==> config.mk <==
export PLATFORM = sky130hd
export DESIGN_NAME = vreg_group_wb_collector
export DESIGN_NICKNAME = d
export VERILOG_FILES = /design/src/rtl/vreg_group_wb_collector.sv
export SDC_FILE = /design/constraint.sdc
export NUM_CORES = 1
export LEC_CHECK = 0
export CORE_ASPECT_RATIO = 0.75
export CORE_MARGIN = 2
export CORE_UTILIZATION = 40
export CTS_BUF_LIST = sky130_fd_sc_hd__clkbuf_16
export CTS_CLUSTER_DIAMETER = 100
export DETAILED_ROUTE_END_ITERATION = 8
export HOLD_SLACK_MARGIN = 0.03
export PLACE_DENSITY = 0.63
export SLEW_MARGIN = 0
export SYNTH_ARGS = -nofsm -noshare
export SYNTH_HDL_FRONTEND = slang
export SYNTH_SLANG_ARGS = --single-unit
export TNS_END_PERCENT = 5
==> constraint.sdc <==
create_clock -name clk -period 2.05 [get_ports clk]
set_input_delay 0.41 -clock clk [delete_from_list [all_inputs] [get_ports clk]]
set_output_delay 0.41 -clock clk [all_outputs]
set_load 0.005 [all_outputs]
==> src/rtl/vreg_group_wb_collector.sv <==
// Tracks issued register-group writes and checks that write-back beats arrive in ascending register order.
// Latency: done/err pulse one cycle after the accepting beat edge; a new group becomes active one cycle after push.
// Backpressure: grp_ready drops while the group queue is full; wb_ready is low whenever no group is active.
module vreg_group_wb_collector #(
    parameter int ADDR_WIDTH = 5,
    parameter int QDEPTH     = 2
) (
    input  logic                      clk,
    input  logic                      rst,
    input  logic                      grp_valid,
    output logic                      grp_ready,
    input  logic [ADDR_WIDTH-1:0]     grp_addr,
    input  logic [2:0]                grp_vlmul,
    input  logic                      wb_valid,
    output logic                      wb_ready,
    input  logic [ADDR_WIDTH-1:0]     wb_addr,
    output logic                      done,
    output logic                      err,
    output logic [ADDR_WIDTH-1:0]     done_addr,
    output logic [ADDR_WIDTH-1:0]     err_addr,
    output logic [$clog2(QDEPTH):0]   outstanding,
    output logic                      idle
);

    localparam int PW = $clog2(QDEPTH);
    localparam int CW = PW + 1;

    typedef enum logic {
        S_IDLE   = 1'b0,
        S_ACTIVE = 1'b1
    } state_t;

    // Group queue storage: first and last physical register of each group.
    logic [ADDR_WIDTH-1:0] base_mem [QDEPTH];
    logic [ADDR_WIDTH-1:0] last_mem [QDEPTH];
    logic [PW-1:0]         wr_ptr;
    logic [PW-1:0]         rd_ptr;
    logic [PW-1:0]         rd_nxt;
    logic [CW-1:0]         count;

    state_t                state;
    logic [ADDR_WIDTH-1:0] expected;

    logic [ADDR_WIDTH-1:0] push_base;
    logic [ADDR_WIDTH-1:0] push_last;
    logic [ADDR_WIDTH-1:0] head_base;
    logic [ADDR_WIDTH-1:0] head_last;
    logic [ADDR_WIDTH-1:0] next_head_base;
    logic                  push;
    logic                  wb_fire;
    logic                  beat_ok;
    logic                  pop;

    // Expand the instruction's group address into a physical register range.
    // Integer LMUL scales the address and spans 2^vlmul registers; fractional LMUL is one register.
    always_comb begin
        push_base = grp_addr;
        push_last = grp_addr;
        if (!grp_vlmul[2]) begin
            push_base = grp_addr << grp_vlmul[1:0];
            push_last = push_base + ~({ADDR_WIDTH{1'b1}} << grp_vlmul[1:0]);
        end
    end

    assign grp_ready = (count != CW'(QDEPTH));
    assign wb_ready  = (state == S_ACTIVE);
    assign push      = grp_valid & grp_ready;
    assign wb_fire   = wb_valid & wb_ready;

    assign rd_nxt    = rd_ptr + 1'b1;
    assign head_base = base_mem[rd_ptr];
    assign head_last = last_mem[rd_ptr];
    assign beat_ok   = (wb_addr == expected);
    // A head leaves the queue on its final in-order beat or on any out-of-order beat.
    assign pop       = wb_fire & (~beat_ok | (expected == head_last));

    // With a single entry left, the successor head is the group being pushed this cycle,
    // which is not yet in storage; forward it so the next group starts without a bubble.
    assign next_head_base = (count == CW'(1)) ? push_base : base_mem[rd_nxt];

    assign outstanding = count;
    assign idle        = (count == '0);

    // Queue storage write; contents are only read while the matching entry is valid.
    always_ff @(posedge clk) begin
        if (push) begin
            base_mem[wr_ptr] <= push_base;
            last_mem[wr_ptr] <= push_last;
        end
    end

    // Queue pointers and occupancy; push and pop in one cycle leave the count unchanged.
    always_ff @(posedge clk or negedge rst) begin
        if (!rst) begin
            wr_ptr <= '0;
            rd_ptr <= '0;
            count  <= '0;
        end else begin
            if (push) begin
                wr_ptr <= wr_ptr + 1'b1;
            end
            if (pop) begin
                rd_ptr <= rd_nxt;
            end
            case ({push, pop})
                2'b10:   count <= count + 1'b1;
                2'b01:   count <= count - 1'b1;
                default: count <= count;
            endcase
        end
    end

    // Head-group FSM: tracks the next register the head group must see.
    always_ff @(posedge clk or negedge rst) begin
        if (!rst) begin
            state    <= S_IDLE;
            expected <= '0;
        end else begin
            case (state)
                S_IDLE: begin
                    if (push) begin
                        state    <= S_ACTIVE;
                        expected <= push_base;
                    end
                end
                S_ACTIVE: begin
                    if (pop) begin
                        if ((count == CW'(1)) && !push) begin
                            state <= S_IDLE;
                        end else begin
                            expected <= next_head_base;
                        end
                    end else if (wb_fire) begin
                        expected <= expected + 1'b1;
                    end
                end
                default: state <= S_IDLE;
            endcase
        end
    end

    // Completion/abort pulses and their sticky address reports.
    always_ff @(posedge clk or negedge rst) begin
        if (!rst) begin
            done      <= 1'b0;
            err       <= 1'b0;
            done_addr <= '0;
            err_addr  <= '0;
        end else begin
            done <= pop & beat_ok;
            err  <= pop & ~beat_ok;
            if (pop) begin
                done_addr <= head_base;
            end
            if (pop && !beat_ok) begin
                err_addr <= wb_addr;
            end
        end
    end

endmodule

* After elaboration in Yosys (flattened, before gate mapping) *
Memory sizes are Yosys's and may differ from the RTL's. A register that Yosys moved wholly into a read port is not among the register bits.
Index checks and enable logic that the tools add are counted.
W data, S select, Z words.

cells by class
  add/subtract/negate cells = 6
  multiply operators = 0
  divide/modulo/power cells = 0
  $lt $le $gt $ge = 0
  equality and inequality tests = 9
  shift operators = 2
  mux-type cells = 14
  bitwise gates (word level) = 9
  reductions and logical operators = 8

operator list
  operator               count
  $mux W5                7
  $eq A5 B5 Y1           2
  $pmux W5 S2            1
  $add A5 B1 Y5 const B  1
  $add A5 B5 Y5          1
  $and A1 B1 Y1          5
  $not A5 Y5             1
  $shl A5 B2 Y5          1
  $shl A5 B2 Y5 const A  1
  $eq A2 B1 Y1 const B   2
  $mux W1                4
  $ne A2 B2 Y1 const B   2
  $pmux W2 S2            1
  $logic_not A1 Y1       3
  $ne A3 B1 Y1 const B   1
  $ne A3 B3 Y1 const B   1
  $reduce_and A3 Y1      1
  $add A1 B1 Y1 const B  2
  $add A2 B1 Y2 const B  1
  $eq A2 B2 Y1 const B   1
  $logic_and A1 B1 Y1    2
  $logic_not A2 Y1       1
  $not A1 Y1             2
  $pmux W1 S2            1
  other kinds (3)        3

word-level totals
  bits in registers = 17
  bits in latches = 0
  memory bits (writable) = 20
  ROM bits = 0
  input port bits = 17
  output and inout bits = 17
  logic and storage cells = 58
  memories kept = 2

memories
  name      depth  bits a word  rd ports  clocked after memory_dff  write ports  line  text
  base_mem  2      5            2         1                         1            34    logic [ADDR_WIDTH-1:0] base_mem [QDEPTH];
  last_mem  2      5            1         0                         1            35    logic [ADDR_WIDTH-1:0] last_mem [QDEPTH];

* Logic depth before layout (Yosys ltp) *
  depth in word-level cells = 7
  depth in mapped cells = 11
  depth with buffers taken out = 8

* Least setup slack after synthesis *
OpenSTA, ideal clock, no wires.

  path type = input to register
  start = input port grp_vlmul[1]
  end = memory last_mem[0][4] (data pin)
  data arrival time = 1876 ps
  data required time = 1788 ps
  path slack = -88 ps
  cell stages on the path = 8
  cell sequence = clkbuf_1 mux2i_1 o21ai_1 ha_1 a21oi_1 nor2_1 xnor2_1 mux2_2

between the ends
  longest elaborated chain between the ends = 4
  elaborated cells on any way between the ends = 5
  those cells by class = add/sub: 1; shift: 2; mux: 1; bitwise: 1

RTL lines
  what               line  text
  start, declared    13    input logic [2:0] grp_vlmul,
  $shl A5 B2 Y5      61    push_last = push_base + ~({ADDR_WIDTH{1'b1}} << grp_vlmul[1:0]);
  $not A5 Y5         61
  $add A5 B5 Y5 (*)  61
  $mux W5 (*)        59    if (!grp_vlmul[2]) begin
  net push_last[4]   45    logic [ADDR_WIDTH-1:0] push_last;
  end, declared      35

Mark *: on every way through the listed nets, which the timed path passes. The rest lies on a longest branch.

* Worst setup path after layout *
  start = input port wb_addr[3]
  end = register expected[4]

between the ends
  longest elaborated chain between the ends = 6
  elaborated cells on any way between the ends = 9
  those cells by class = eq/ne: 3; mux: 2; bitwise: 3; reduce/logical: 1

RTL lines
  what                                                               line  text
  start, declared                                                    16    input logic [ADDR_WIDTH-1:0] wb_addr,
  $eq A5 B5 Y1 (*)                                                   73    assign beat_ok = (wb_addr == expected);
  $not A1 Y1 (*)                                                     75    assign pop = wb_fire & (~beat_ok | (expected == head_last));
  $or A1 B1 Y1 (*)                                                   75
  $and A1 B1 Y1 (*)                                                  75
  $ne A3 B3 Y1 (no source line) (tied with other cells)              n/a
  $reduce_and A3 Y1 (no source line) or $pmux W5 S2 (tied branches)  n/a
  end signal, assigned                                               123   expected <= push_base;
  end signal, assigned                                               131   expected <= next_head_base;
  end signal, assigned                                               134   expected <= expected + 1'b1;
  end, declared                                                      42    logic [ADDR_WIDTH-1:0] expected;

Every way passes the cells marked *; elsewhere a longest branch is shown, timed or not.
A chain may end at the register's enable or synchronous reset.

==> impl_metrics.ini <==
[outcome]
status = finished, violations left
violations = negative setup slack

[timing]
min_period_ns = 2.05
fin_setup_tns_ns = -0.00279
hold_viol = 0
fin_crit_sh_pct = 100
rsz0062_at_grt = true
slew_headroom_pct = 76.5
finalMaxSlewViolations = 0
worst_pin_slew_ns = 0.353
whs_ns = 0.485
setup_viol = 1
clock_skew_ns = 0.00344
fmax_ghz = 0.487
finalWorstSetupSlack_ns = -0.00279

[min_path]
hp-start = err_addr[0]
hold_depth = 1
min_to = err_addr[0]
hp-class = reg -> reg

[yosys]
synth.distinct_cells = 39
synthTopCellsByCount = 22 x dfrtp_1, 20 x edfxtp_1, 18 x mux2i_1, 18 x xnor2_1, 17 x nand2_1
synth_top_area_share_pct = 25.7
synth_top_area_cell = edfxtp_1
synth_area_per_cell_um2 = 11.3
synth_cells = 207
ys_top_cells_by_area = edfxtp_1 26%, dfrtp_1 24%, mux2i_1 7.7%
ys.warnings.count = 0
synth.net_count = 232
yosysMostFrequentCell = dfrtp_1
synth_seq_cells = 42
ys_async_sr_fraction_pct = 52.4
syn_area_um2 = 2330
synth-edff-count = 20
ys_seq_area_share_pct = 49.3
yosys_most_used_dff = dfrtp_1

[job]
cap_violations = 0

[die]
rows = 24
die_w_um = 92.2
ios = 34
start_util_pct = 40.7
dieArea_um2 = 6470
core_um2 = 5740
die_h_um = 70.1

[global_routing]
antenna_found_initial = 0
grt_pass1_wl_um = 7880
grt_max_degree = 23
track_usage_pct = 15.3
grt_overflow_total = 0
first_global_vias = 1717

[clock_network]
cts_tree = done
clock-sinks = 42
cts_buffer_depth = 2
cts_max_level = 2
clk_pin_slew_worst_paths_ns = 0.06
insertion_delay_ns = 0.28
numCtsBuffers = 5
cts_hold_buf = 0
ctsRootBufferMaster = clkbuf_16

[critical_path]
reg2reg_from = rd_ptr
worstPathRequired_ns = 2.21
rrSetupSlack_ns = 0.02
worstSetupEndpointType = flip-flop
setup.worst_path.class = in -> reg
r2r-end = expected[4]
cp_max_fo = 8
setup.worst_path.start_class = primary input
arrival_ns = 2.21
reg2regPathDepth = 8

[route]
viasPerCell = 4.79
drt_iter0_markers = 63
drc = 0
dr.pass1.iters = 4
num_vias = 1676
wl_per_cell_um = 13.3
final_antenna_net_count = 0
totalWireLength_um = 4660

[cells_and_area]
fin_nets = 296
diodes = 0
drive_gt1_share_pct = 22.8
final_util_pct = 55.4
syn_to_final_growth_pct = 36.2

[place]
place_congestion = 0.777
portBuffers = 33
place_hpwl_um = 3470
pre_cts_slack_ns = -0.440

[power]
powerDensity_nw_per_um2 = 1370
p_leak_nw = 1.32
ir_worst_vdd_mv = 0.746
power.total_w = 0.00437
[layout make-up]
class | count | area [µm²]
Clock buffer | 5 | 125
Clock inverter | 3 | 16.3
Fill cell | 478 | 2560
Inverter | 8 | 30.0
Multi-Input combinational cell | 145 | 1140
Sequential cell | 42 | 1150
Tap cell | 78 | 97.6
Timing Repair Buffer | 69 | 623
[cell usage in the layout, fill, tap and decap left out, drive strengths merged]
cell,n
buf,36
clkdlybuf4s50,28
dfrtp,22
edfxtp,20
xnor2,18
mux2i,18
o21ai,18
nand2,17
nor2,14
mux2,11
a21oi,9
inv,8
ha,8
clkbuf,5
dlygate4sd2,4
nand3,3
a22oi,3
a31oi,3
nand2b,2
nor2b,2
or2,2
and2,2
xor2,2
a32oi,2
nor3,2
clkinv,2
nand3b,1
o21a,1
a211o,1
o21ba,1
a41o,1
a21boi,1
and3,1
o22ai,1
a221o,1
clkinvlp,1
dlymetal6s2s,1
[cell families (layout without fill, tap and decap cells)]
| family | count (synthesis) | count (layout) | share of synthesized area, % |
|---|---|---|---|
| AOI/OAI and AO/OA | 42 | 42 | 11.9 |
| xor gates and xnor gates | 20 | 20 | 7.51 |
| adders and majority gates | 8 | 8 | 4.29 |
| buffers and inverters | 20 | 85 | 4.50 |
| DFF | 42 | 42 | 49.3 |
| muxes | 29 | 29 | 13.5 |
| and+or+nand+nor | 46 | 46 | 9.01 |
[power breakdown]
group	switching, W	leakage [nW]	total (W)	internal (W)
Sequential	0.000204	0.446	0.00141	0.00121
Clock	0.000300	0.0672	0.000743	0.000444
Combinational	0.000982	0.806	0.00221	0.00123
[worst max-delay path: stages]
cell,delay [ns]
clkdlybuf4s50_1,0.51
xnor2_1,0.13
nand3_1,0.14
o21ba_1,0.21
a41o_4,0.29
mux2_4,0.31
a22oi_2,0.13
o21ai_1,0.07
[per-layer routing]
| metal | up-vias | track usage, % | routed length, µm |
|---|---|---|---|
| li1 | 856 | - | - |
| met1 | 793 | 22.0 | 2380 |
| met2 | 25 | 24.1 | 2110 |
| met3 | 2 | 3.45 | 153 |
| met4 | 0 | 2.99 | 16 |
| met5 | - | 0 | 0 |
[worst max-delay path by stage]
stage / start / to / slack [ns]
after floorplan: expected[2] / outstanding[1] / -0.002
after global placement: grp_vlmul[1] / last_mem[0][4] / -0.40
after detailed placement: grp_vlmul[1] / last_mem[0][4] / -0.44
after CTS: rd_ptr / expected[4] / -0.01
after global routing: rd_ptr / expected[4] / -0.10
final: wb_addr[3] / expected[4] / -0.003
[state kept, by name, indices dropped and copies added, names as in the netlist]
signal       count
base_mem        10
done             1
done_addr        5
err              1
err_addr         5
expected         5
last_mem        10
outstanding      2
rd_ptr           1
wb_ready         1
wr_ptr           1
[per-stage QoR]
step           std cells  area [µm²]
5_1_grt              350        3180
3_5_place_dp         335        2930
2_1_floorplan        207        2340
4_1_cts              349        3140
6_report             350        3180
3_3_place_gp         335        2930
[timing repair]
item,4_1_cts,5_1_grt
gates cloned,0,0
buffers inserted,6,1
pin swaps,4,4
endpoints found under the setup margin,12,13
gates resized for setup,10,6
No activity file was read; power rests on OpenSTA's default activity.
